## config.mk

```make
export PLATFORM = sky130hd
export DESIGN_NAME = i2s_tx
export DESIGN_NICKNAME = d
export VERILOG_FILES = /design/src/rtl/audio_pkg.sv /design/src/rtl/i2s_bclk_gen.sv /design/src/rtl/i2s_tx.sv
export SDC_FILE = /design/constraint.sdc
export NUM_CORES = 1
export LEC_CHECK = 0
export ABC_AREA = 1
export CAP_MARGIN = 10
export CORE_ASPECT_RATIO = 0.75
export CORE_MARGIN = 2
export CORE_UTILIZATION = 50
export CTS_CLUSTER_DIAMETER = 80
export DETAILED_ROUTE_END_ITERATION = 10
export HOLD_SLACK_MARGIN = 0.15
export PLACE_DENSITY = 0.73
export SLEW_MARGIN = 20
export SYNTH_ARGS = -nofsm -noshare
export SYNTH_HDL_FRONTEND = slang
export SYNTH_HIERARCHICAL = 1
export SYNTH_SLANG_ARGS = --single-unit
```

## constraint.sdc

```tcl
create_clock -name clk -period 2.5 [get_ports clk]
set_input_delay 0.625 -clock clk [delete_from_list [all_inputs] [get_ports clk]]
set_output_delay 0.625 -clock clk [all_outputs]
set_load 0.05 [all_outputs]
```

## src/rtl/audio_pkg.sv

```systemverilog
// Shared audio-chain types and constants: sample format and I2S frame geometry.
// Also holds the slot-to-bit mapping used by the I2S serializer.
package audio_pkg;
   localparam int SAMPLE_W  = 16;
   localparam int I2S_SLOTS = 32;
   localparam int SLOT_W    = $clog2(I2S_SLOTS);

   typedef logic signed [SAMPLE_W-1:0] sample_t;

   // Bit driven while in slot s. Slot 0 is evaluated before cur_word is reloaded,
   // so w[0] there is still the previous frame's right-channel LSB.
   function automatic logic slot_bit(input sample_t w, input logic [SLOT_W-1:0] s);
      logic [SLOT_W-1:0] k;
      k = s - 1'b1;
      if (s == '0) begin
         return w[0];
      end
      return w[4'd15 - k[3:0]];
   endfunction
endpackage

```

## src/rtl/i2s_bclk_gen.sv

```systemverilog
// BCLK divider: toggles i2s_bclk every CLK_DIV clk cycles, no backpressure.
// fall is combinational from state and marks the clk edge on which i2s_bclk drops.
module i2s_bclk_gen #(
   parameter int CLK_DIV = 4
) (
   input  logic clk,
   input  logic rst,
   output logic i2s_bclk,
   output logic fall
);
   localparam int CNT_W = (CLK_DIV > 1) ? $clog2(CLK_DIV) : 1;

   logic [CNT_W-1:0] div_cnt;
   logic             wrap;

   assign wrap = (div_cnt == CNT_W'(CLK_DIV - 1));
   assign fall = wrap && i2s_bclk;

   always_ff @(posedge clk or posedge rst) begin
      if (rst) begin
         div_cnt  <= '0;
         i2s_bclk <= 1'b0;
      end else if (wrap) begin
         div_cnt  <= '0;
         i2s_bclk <= ~i2s_bclk;
      end else begin
         div_cnt  <= div_cnt + 1'b1;
      end
   end
endmodule

```

## src/rtl/i2s_tx.sv

```systemverilog
// Mono-to-stereo Philips I2S transmitter; left MSB appears 2*CLK_DIV cycles after frame load.
// One-word holding buffer: din_ready is low while it is full, freed at each frame load.
module i2s_tx
   import audio_pkg::*;
#(
   parameter int CLK_DIV = 4
) (
   input  logic                clk,
   input  logic                rst,
   input  logic [SAMPLE_W-1:0] din,
   input  logic                din_valid,
   output logic                din_ready,
   output logic                sample_tick,
   output logic                underrun,
   output logic                i2s_bclk,
   output logic                i2s_lrclk,
   output logic                i2s_sdata
);
   logic [SLOT_W-1:0] slot;
   logic [SLOT_W-1:0] next_slot;
   sample_t           cur_word;
   sample_t           buf_word;
   logic              fall;
   logic              load;
   logic              accept;

   i2s_bclk_gen #(
      .CLK_DIV(CLK_DIV)
   ) u_bclk_gen (
      .clk      (clk),
      .rst      (rst),
      .i2s_bclk (i2s_bclk),
      .fall     (fall)
   );

   assign next_slot = slot + 1'b1;
   assign load      = fall && (next_slot == '0);
   assign accept    = din_valid && din_ready;

   always_ff @(posedge clk or posedge rst) begin
      if (rst) begin
         slot        <= SLOT_W'(I2S_SLOTS - 1);
         cur_word    <= '0;
         buf_word    <= '0;
         din_ready   <= 1'b1;
         sample_tick <= 1'b0;
         underrun    <= 1'b0;
         i2s_lrclk   <= 1'b0;
         i2s_sdata   <= 1'b0;
      end else begin
         sample_tick <= load;
         underrun    <= load && din_ready;

         if (fall) begin
            slot      <= next_slot;
            i2s_lrclk <= next_slot[SLOT_W-1];
            i2s_sdata <= slot_bit(cur_word, next_slot);
         end

         // Load takes priority; a word offered on the load edge lands in the freshly
         // emptied buffer only when the buffer was already empty (din_ready high).
         if (load && !din_ready) begin
            cur_word  <= buf_word;
            din_ready <= 1'b1;
         end else if (accept) begin
            buf_word  <= din;
            din_ready <= 1'b0;
         end
      end
   end
endmodule

```

==> run summary, run 1 <==
CRITICAL PATH
----------------------------------------------------------------------------------------
Critical path cell sequence                                                 clkdlybuf4s50_1
Maximum fanout along the worst path                                                    3
Highest-delay cell along the critical path                                  sky130_fd_sc_hd__clkdlybuf4s50_1
Worst path required time                                                         1.88 ns
Worst setup path category                                                     reg -> out
Category of the worst setup path capture point                              primary output
Category of cells accounting for the largest share of critical-path delay   buffers and inverters
Crit path buf inv count                                                                1
Worst Setup Start Kind                                                              flop
Crit-path max cell delay                                                         0.80 ns
Arrival time of data at the critical path endpoint                               1.65 ns

FINISH
----------------------------------------------------------------------------------------
Number of cells in the finished layout apart from fillers                            335
Number of nets in the layout                                                         300
Layout overhead on the synthesized area                                            17.0%
Antenna diodes                                                                         0
Ratio of cells with drive above 1 in the final layout                              14.6%
Fill cell total of the finished layout                                               363

TIMING
----------------------------------------------------------------------------------------
Relative max-transition margin                                                     65.8%
Setup violation total in the final timing report                                       0
Slew @ Worst Pin                                                                0.513 ns
Accumulated negative setup slack                                                    0 ns
Fmax achieved                                                                    439 MHz
Clock skew                                                                    0.00631 ns
Period Utilization, post-route                                                     91.1%
RSZ-0062 raised after global routing                                               false
Min Tclk post-route                                                              2.28 ns
Number of failing hold endpoints at the final stage                                    0
Max-slew violation total from the final report                                         0

SYNTH
----------------------------------------------------------------------------------------
Sequential element share of the synthesized area                                   53.1%
Distinct cell type count of the synthesized netlist                                   22
Async set-reset flop share out of synthesis                                         100%
Yosys top cell area share                                                          45.7%
Post-synth net total                                                                 275
Synth top cells by count                                                    sky130_fd_sc_hd__nand2_1 (84), sky130_fd_sc_hd__dfrtp_1 (39), sky130_fd_sc_hd__inv_1 (33)
Warnings, synthesis                                                                    6
Area leader, netlist                                                        sky130_fd_sc_hd__dfrtp_1
Library cell with the highest instance count after synthesis                sky130_fd_sc_hd__nand2_1
Number of flops mapped to enable cells by yosys                                        0
Synthesized cell area                                                           2130 um2
Average cell area after synthesis                                               8.40 um2
Most frequently used flop master after synthesis                            sky130_fd_sc_hd__dfrtp_1
Synth top area cells                                                        sky130_fd_sc_hd__dfrtp_1 (46%), sky130_fd_sc_hd__nand2_1 (15%), sky130_fd_sc_hd__dfstp_2 (7.4%), sky130_fd_sc_hd__o21ai_2 (6.6%), sky130_fd_sc_hd__inv_1 (5.8%)
Gate count of the mapped netlist                                                     254
Flip-flop and latch count after synthesis                                             45

HOLD PATH
----------------------------------------------------------------------------------------
Path class of the lowest-slack min-delay path                                 reg -> reg

POWER
----------------------------------------------------------------------------------------
Largest vdd supply drop                                                       0.000311 V
Power density over the cells                                                  529 nW/um2
Static Leak                                                                      1.28 nW

DIE
----------------------------------------------------------------------------------------
Die footprint                                                                   4810 um2
Die Width                                                                        79.4 um
Core area                                                                       4080 um2
Die Span Y                                                                       60.6 um
Top-level I/O count                                                                   25
Starting density of the core                                                       52.3%
Number of core rows                                                                   20

ROUTING
----------------------------------------------------------------------------------------
Number of nets with antenna violations after routing                                   0
DRC violations left                                                                    0
Drt initial violations                                                                67
Post-detailed-route via-to-cell ratio                                               4.74
TritonRoute pass-1 iters                                                               4
Total Wirelength                                                                 3550 um
Vias                                                                                1588
Routed length per instance                                                       10.6 um

CLOCK TREE
----------------------------------------------------------------------------------------
Number of gates resized after CTS                                                      0
Setup fix buffers added after clock tree synthesis                                     0
Later-pin clock latency in the skew report                                       0.29 ns
TritonCTS clock tree                                                                done
CTS HTree Levels                                                                       2
Clock Root Buffer                                                           sky130_fd_sc_hd__clkbuf_8
Clock sink count                                                                      45
Hold bufs inserted after CTS                                                           0
Num CTS Buffers                                                                        5
Clock slew at the register clock pins of the worst setup and hold paths          0.09 ns
Maximum clock insertion buffer count                                                   2

PLACE
----------------------------------------------------------------------------------------
Weighted congestion at the end of routability-driven global placement              0.778
Detailed Place HPWL                                                              2500 um
Number of port buffers                                                                24
Cell count after placement                                                           327

GLOBAL ROUTE
----------------------------------------------------------------------------------------
Maximum number of pins on one net before global-route repair                          43
Number of antenna violations at the first check in global routing                      0
Global-route wire length before repair                                           6250 um
Overall fraction of global-route tracks in use                                     16.9%
GRT Residual Overflow                                                                  0
Number of global-route vias before repair                                           1407

OUTCOME
----------------------------------------------------------------------------------------
Result of the run                                                           finished, final reports clean

RUN
----------------------------------------------------------------------------------------
Max Cap Viol                                                                           0

[metrics by stage]
step	setup slack (ns)	instance area (um2)	hold WS, ns	util (%)	power, mW
6_report	0.223	2490	0.437	61.2	1.32
5_1_grt	0.177	2490	0.451	61.2	1.38
4_1_cts	0.212	2490	0.439	61.2	1.33
3_5_place_dp	0.472	2400	0.427	58.8	0.866
3_3_place_gp	0.537	2400	0.416	58.8	0.863
2_1_floorplan	0.850	2130	0.379	-	0.824
[power breakdown]
part / total (mW) / switching (mW) / leakage, nW / internal (mW)
Sequential: 0.764 / 0.00660 / 0.549 / 0.757
Clock: 0.471 / 0.247 / 0.0512 / 0.224
Combinational: 0.0852 / 0.0464 / 0.683 / 0.0389
Total: 1.32 / 0.300 / 1.28 / 1.02
[state kept, by name (all words and copies together) (netlist names)]
| signal | cells |
|---|---|
| sample_tick | 1 |
| u_bclk_gen/i2s_bclk | 1 |
| buf_word | 16 |
| u_bclk_gen/div_cnt | 2 |
| underrun | 1 |
| i2s_sdata | 1 |
| cur_word | 16 |
| din_ready | 1 |
| i2s_lrclk | 1 |
| slot | 5 |
[cell usage in the layout (no fill, tap or decap)]
cell / Yosys / routed
sky130_fd_sc_hd__clkdlybuf4s50_1: 0 / 24
sky130_fd_sc_hd__nor2_4: 1 / 1
sky130_fd_sc_hd__nand2_2: 2 / 2
sky130_fd_sc_hd__clkinv_4: 0 / 1
sky130_fd_sc_hd__a21oi_1: 16 / 16
sky130_fd_sc_hd__inv_2: 2 / 2
sky130_fd_sc_hd__nor2_1: 25 / 25
sky130_fd_sc_hd__nand4_1: 2 / 2
sky130_fd_sc_hd__o21ai_2: 16 / 16
sky130_fd_sc_hd__dfstp_2: 6 / 6
sky130_fd_sc_hd__nand3_2: 2 / 2
sky130_fd_sc_hd__nand3_4: 1 / 1
sky130_fd_sc_hd__clkbuf_8: 0 / 6
sky130_fd_sc_hd__buf_4: 0 / 3
sky130_fd_sc_hd__xor2_1: 1 / 1
sky130_fd_sc_hd__clkinv_2: 0 / 1
sky130_fd_sc_hd__o21ai_0: 5 / 5
sky130_fd_sc_hd__nand3_1: 8 / 8
sky130_fd_sc_hd__ha_1: 2 / 2
sky130_fd_sc_hd__inv_1: 33 / 33
sky130_fd_sc_hd__dfrtp_1: 39 / 39
sky130_fd_sc_hd__nand2_1: 84 / 84
[path summary, 6_finish.rpt]
kind / startpoint / to / slack [ns] / cells after the start
worst max-delay path: din_ready / din_ready / 0.22 / 1
min in group asynchronous: rst / u_bclk_gen/i2s_bclk / 0.52 / 2
worst min register to register: u_bclk_gen/div_cnt[0] / u_bclk_gen/div_cnt[0] / 0.44 / 1
max in group asynchronous: rst / slot[1] / 1.33 / 3
worst min-delay path: u_bclk_gen/div_cnt[0] / u_bclk_gen/div_cnt[0] / 0.44 / 1
worst max register to register: slot[1] / cur_word[10] / 0.48 / 8
[routing by layer]
layer  vias to the layer above  global-route usage, %  wire length (um)
met5                         -                      0                 0
met4                         0                   5.91                39
met3                         7                   4.02               126
met2                        21                   25.5              1490
met1                       730                   24.3              1900
li1                        830                      -                 -
[cells by family after synthesis]
| group | share of synthesized area [%] |
|---|---|
| compound gates | 11.5 |
| buf+inv | 9.27 |
| xor+xnor | 0.411 |
| fa+ha+maj | 1.17 |
| simple gates | 24.5 |
| flops | 53.1 |
[final cells by class]
cell class | instances | area (um2) | area share [%]
flip-flops and latches | 45 | 1130 | 45.4
inverters | 35 | 131 | 5.27
clock buffers | 6 | 82.6 | 3.31
repair buffers | 27 | 263 | 10.5
well taps | 55 | 68.8 | 2.76
clock inverters | 2 | 13.8 | 0.552
multi-input cells | 165 | 802 | 32.1
(Power assumes the default switching activity.)
==> run 2, diff against run 1 <==
Settings changed: CORE_UTILIZATION 50 to 30, PLACE_DENSITY 0.73 to not set.
==> run 2 against run 1 <==
Against the previous run: core utilization shrank 24 points; cell count grew 13%; die area grew 62%; highest routed layer unchanged; sequential share of layout area shrank 1.0 points; clock power grew 2%.
==> run summary, run 2 (synthesized netlist as in run 1, its figures left out) <==
TIMING
----------------------------------------------------------------------------------------
Setup WS post-layout                                                            0.232 ns
Fmax achieved                                                                    441 MHz
Accumulated negative setup slack                                                    0 ns
Number of failing hold endpoints at the final stage                                    0
RSZ-0062 raised after global routing                                               false
Relative max-transition margin                                                     63.9%
Min Tclk post-route                                                              2.27 ns
Setup violation total in the final timing report                                       0
Slew @ Worst Pin                                                                0.542 ns
Period Utilization, post-route                                                     90.7%
Clock skew                                                                     0.0119 ns
Max-slew violation total from the final report                                         0

POWER
----------------------------------------------------------------------------------------
Static Leak                                                                      1.28 nW
Pwr Total                                                                        1.33 mW
Largest vdd supply drop                                                       0.000289 V
Power density over the cells                                                  522 nW/um2

DIE
----------------------------------------------------------------------------------------
Core area                                                                       6860 um2
Top-level I/O count                                                                   25
Starting density of the core                                                       31.1%
Die footprint                                                                   7810 um2
Number of core rows                                                                   26
Die Span Y                                                                       77.0 um
Die Width                                                                         101 um

CLOCK TREE
----------------------------------------------------------------------------------------
Num CTS Buffers                                                                        5
Setup fix buffers added after clock tree synthesis                                     0
Maximum clock insertion buffer count                                                   2
CTS HTree Levels                                                                       2
Number of gates resized after CTS                                                      0
Hold bufs inserted after CTS                                                           0
Later-pin clock latency in the skew report                                       0.30 ns
Clock slew at the register clock pins of the worst setup and hold paths          0.09 ns
Clock Root Buffer                                                           sky130_fd_sc_hd__clkbuf_8
TritonCTS clock tree                                                                done
Clock sink count                                                                      45

CRITICAL PATH
----------------------------------------------------------------------------------------
Crit-path max cell delay                                                         0.80 ns
Category of the worst setup path capture point                              primary output
Crit path buf inv count                                                                1
Highest-delay cell along the critical path                                  sky130_fd_sc_hd__clkdlybuf4s50_1
Worst Setup Start Kind                                                              flop
Category of cells accounting for the largest share of critical-path delay   buffers and inverters
Critical path cell sequence                                                 clkdlybuf4s50_1
Maximum fanout along the worst path                                                    3
Arrival time of data at the critical path endpoint                               1.64 ns
Worst path required time                                                         1.88 ns
Worst setup path category                                                     reg -> out

ROUTING
----------------------------------------------------------------------------------------
Routed length per instance                                                       9.93 um
Drt initial violations                                                                65
Vias                                                                                1590
Total Wirelength                                                                 3750 um
Post-detailed-route via-to-cell ratio                                               4.21
DRC violations left                                                                    0
Number of nets with antenna violations after routing                                   0
TritonRoute pass-1 iters                                                               4

GLOBAL ROUTE
----------------------------------------------------------------------------------------
GR Layer Usage met2                                                                16.0%
Global-route wire length before repair                                           6620 um
Number of global-route vias before repair                                           1516
Overall fraction of global-route tracks in use                                     10.5%
Layer with the highest usage after global routing                                   met2
GRT Residual Overflow                                                                  0
Maximum number of pins on one net before global-route repair                          43
Met1 demand-to-capacity share in global routing                                    14.5%
Met3 layer usage reported by global route                                          3.65%
Number of antenna violations at the first check in global routing                      0

FINISH
----------------------------------------------------------------------------------------
Most frequent cells in the layout                                           sky130_fd_sc_hd__nand2_1 (84), sky130_fd_sc_hd__dfrtp_1 (39), sky130_fd_sc_hd__inv_1 (33)
Regs by FF count                                                            buf_word: 16 flops, cur_word: 16 flops, slot: 5 flops
Layout overhead on the synthesized area                                            19.6%
Ratio of cells with drive above 1 in the final layout                              14.6%
Most common cell after layout, fill and taps aside                          sky130_fd_sc_hd__nand2_1
Number of nets in the layout                                                         300
Antenna diodes                                                                         0

RUN
----------------------------------------------------------------------------------------
Max Cap Viol                                                                           0

OUTCOME
----------------------------------------------------------------------------------------
Result of the run                                                           finished, final reports clean

PLACE
----------------------------------------------------------------------------------------
Number of port buffers                                                                24
Detailed Place HPWL                                                              2680 um
Pre-CTS setup slack                                                             0.437 ns
Weighted congestion at the end of routability-driven global placement              0.749

HOLD PATH
----------------------------------------------------------------------------------------
Path class of the lowest-slack min-delay path                                 reg -> reg

-- run 2: cell type report --
class / instances / area [um2]
Fill cell: 729 / 4310
Clock inverter: 2 / 16.3
Inverter: 35 / 131
Clock buffer: 6 / 82.6
Multi-Input combinational cell: 165 / 802
Tap cell: 98 / 123
Timing Repair Buffer: 27 / 263
Sequential cell: 45 / 1130
-- run 2: metrics by stage --
stage / hold WS (ns) / cells / util (%) / instance area, um2
after floorplan: 0.379 / 254 / - / 2130
after global placement: 0.413 / 370 / 35.7 / 2450
after detailed placement: 0.428 / 370 / 35.7 / 2450
after CTS: 0.442 / 378 / 37.2 / 2550
after global routing: 0.465 / 378 / 37.2 / 2550
final: 0.439 / 378 / 37.2 / 2550
-- run 2: layer usage --
| layer | wire length, um | vias to the layer above |
|---|---|---|
| met1 | 1950 | 740 |
| met2 | 1630 | 21 |
| li1 | - | 826 |
| met3 | 146 | 3 |
| met4 | 20 | 0 |
| met5 | 0 | - |
-- run 2: power by group --
part	internal (mW)	switching (mW)	total [mW]
clock	0.228	0.253	0.480
combinational	0.0389	0.0470	0.0859
sequential	0.757	0.00707	0.764
-- run 2: path summary, 6_finish.rpt --
| path | depth (start not counted) | slack [ns] | end | start |
|---|---|---|---|---|
| setup / recovery | 1 | 0.23 | din_ready | din_ready |
| hold / removal | 1 | 0.44 | u_bclk_gen/div_cnt[0] | u_bclk_gen/div_cnt[0] |
| setup reg to reg | 8 | 0.47 | cur_word[7] | slot[1] |
| hold reg to reg | 1 | 0.44 | u_bclk_gen/div_cnt[0] | u_bclk_gen/div_cnt[0] |
| max in group asynchronous | 3 | 1.31 | slot[1] | rst |
| min in group asynchronous | 2 | 0.52 | u_bclk_gen/div_cnt[1] | rst |
==> run 3, diff against run 2 <==
Settings changed: CORE_ASPECT_RATIO 0.75 to not set, SETUP_SLACK_MARGIN set to 0.4.
==> run 3 against run 2 <==
Against the previous run: clock skew is 0.0041 ns lower; cell count is 0.26% lower; die area hardly changed; first-iteration DRC count is 34% higher; sequential power hardly changed; flip-flop and latch count stayed put.
==> run summary, run 3 (synthesized netlist as in run 1, its figures left out) <==
GLOBAL ROUTE
----------------------------------------------------------------------------------------
Number of global-route vias before repair                                           1473
Maximum number of pins on one net before global-route repair                          43
Global-route wire length before repair                                           6530 um
GRT Residual Overflow                                                                  0
Number of antenna violations at the first check in global routing                      0
Overall fraction of global-route tracks in use                                     10.7%

DIE
----------------------------------------------------------------------------------------
Core area                                                                       6830 um2
Starting density of the core                                                       31.2%
Die Width                                                                        88.3 um
Die footprint                                                                   7800 um2
Top-level I/O count                                                                   25
Number of core rows                                                                   30
Die Span Y                                                                       88.3 um

TIMING
----------------------------------------------------------------------------------------
Fmax achieved                                                                    491 MHz
Slew @ Worst Pin                                                                0.533 ns
Accumulated negative setup slack                                                    0 ns
Setup WS post-layout                                                            0.463 ns
RSZ-0062 raised after global routing                                               false
Max-slew violation total from the final report                                         0
Number of failing hold endpoints at the final stage                                    0
Relative max-transition margin                                                     64.5%
Clock skew                                                                    0.00777 ns
Min Tclk post-route                                                              2.04 ns
Setup violation total in the final timing report                                       0
Period Utilization, post-route                                                     81.5%

CLOCK TREE
----------------------------------------------------------------------------------------
Hold bufs inserted after CTS                                                           0
CTS HTree Levels                                                                       2
Clock slew at the register clock pins of the worst setup and hold paths          0.08 ns
Clock Root Buffer                                                           sky130_fd_sc_hd__clkbuf_8
Num CTS Buffers                                                                        5
Clock sink count                                                                      45
TritonCTS clock tree                                                                done
Setup fix buffers added after clock tree synthesis                                     0
Maximum clock insertion buffer count                                                   2
Later-pin clock latency in the skew report                                       0.30 ns

CRITICAL PATH
----------------------------------------------------------------------------------------
Worst path required time                                                         1.88 ns
Crit path buf inv count                                                                1
Critical path cell sequence                                                 clkdlybuf4s50_1
Category of cells accounting for the largest share of critical-path delay   buffers and inverters
Maximum fanout along the worst path                                                    1
Worst setup path category                                                     reg -> out
Crit-path max cell delay                                                         0.80 ns
Worst Setup Start Kind                                                              flop
Category of the worst setup path capture point                              primary output
Arrival time of data at the critical path endpoint                               1.41 ns
Highest-delay cell along the critical path                                  sky130_fd_sc_hd__clkdlybuf4s50_1

ROUTING
----------------------------------------------------------------------------------------
Number of nets with antenna violations after routing                                   0
DRC violations left                                                                    0
Routed length per instance                                                       10.3 um
Post-detailed-route via-to-cell ratio                                               4.21
Total Wirelength                                                                 3870 um
Vias                                                                                1588
Drt initial violations                                                                87
TritonRoute pass-1 iters                                                               4

FINISH
----------------------------------------------------------------------------------------
Regs by FF count                                                            buf_word: 16 flops, cur_word: 16 flops, slot: 5 flops
Number of nets in the layout                                                         301
Antenna diodes                                                                         0
Ratio of cells with drive above 1 in the final layout                              14.6%
Most common cell after layout, fill and taps aside                          sky130_fd_sc_hd__nand2_1
Most frequent cells in the layout                                           sky130_fd_sc_hd__nand2_1 (84), sky130_fd_sc_hd__dfrtp_1 (39), sky130_fd_sc_hd__inv_1 (33)
Layout overhead on the synthesized area                                            20.8%

RUN
----------------------------------------------------------------------------------------
Max Cap Viol                                                                           0

PLACE
----------------------------------------------------------------------------------------
Weighted congestion at the end of routability-driven global placement              0.823
Number of port buffers                                                                24
Pre-CTS setup slack                                                             0.490 ns
Detailed Place HPWL                                                              2530 um

POWER
----------------------------------------------------------------------------------------
Static Leak                                                                      1.33 nW
Largest vdd supply drop                                                       0.000237 V
Power density over the cells                                                  540 nW/um2

HOLD PATH
----------------------------------------------------------------------------------------
Path class of the lowest-slack min-delay path                                 reg -> reg

OUTCOME
----------------------------------------------------------------------------------------
Result of the run                                                           finished, final reports clean

[run 3: cell count changes in the layout (fill, tap and decap cells not counted), sizes merged]
cell,change
inv,-1
nand3,+1
dlygate4sd2,+2
dlymetal6s2s,+2
clkinv,+1
clkinvlp,-1
clkdlybuf4s50,-4
bufinv,+1
[run 3: metal layers]
layer  wire length (um)  global-route usage [%]  up-vias
met3                173                    2.99        5
met5                  0                       0        -
met4                 47                    3.86        0
met1               1870                    13.5      726
met2               1780                    17.4       28
li1                   -                       -      829
[run 3: final timing paths]
check | depth (start not counted) | from | to | slack, ns
setup / recovery | 1 | sample_tick | sample_tick | 0.46
hold / removal | 1 | u_bclk_gen/div_cnt[0] | u_bclk_gen/div_cnt[0] | 0.43
setup reg to reg | 7 | slot[1] | cur_word[9] | 0.62
hold reg to reg | 1 | u_bclk_gen/div_cnt[0] | u_bclk_gen/div_cnt[0] | 0.43
max in group asynchronous | 3 | rst | cur_word[6] | 1.34
min in group asynchronous | 2 | rst | u_bclk_gen/div_cnt[1] | 0.52
[run 3: where the power goes]
part	total (mW)	switching, mW	internal [mW]
registers	0.764	0.00698	0.757
clock network	0.541	0.244	0.297
logic	0.0858	0.0469	0.0389
total	1.39	0.298	1.09
[run 3: what timing repair did]
action                     in CTS  in global routing
setup endpoints to repair       2                 18
pin swaps                       0                  0
resized for setup               2                  3
cloned                          0                  1
[run 3: through the flow]
stage | power (mW) | hold slack, ns | std cells | util, % | area (um2)
4_1_cts | 1.41 | 0.431 | 376 | 37.4 | 2550
2_1_floorplan | 0.824 | 0.379 | 254 | - | 2130
3_5_place_dp | 0.868 | 0.420 | 368 | 35.9 | 2450
6_report | 1.39 | 0.430 | 377 | 37.7 | 2580
5_1_grt | 1.46 | 0.478 | 377 | 37.7 | 2580
3_3_place_gp | 0.864 | 0.413 | 368 | 35.9 | 2450
[run 3: cell type report]
| type | instances | area (um2) |
|---|---|---|
| fillers | 738 | 4250 |
| repair buffers | 27 | 265 |
| inverters | 35 | 131 |
| clock buffers | 6 | 72.6 |
| flip-flops and latches | 45 | 1130 |
| clock inverters | 2 | 35.0 |
| multi-input cells | 166 | 820 |
| well taps | 96 | 120 |
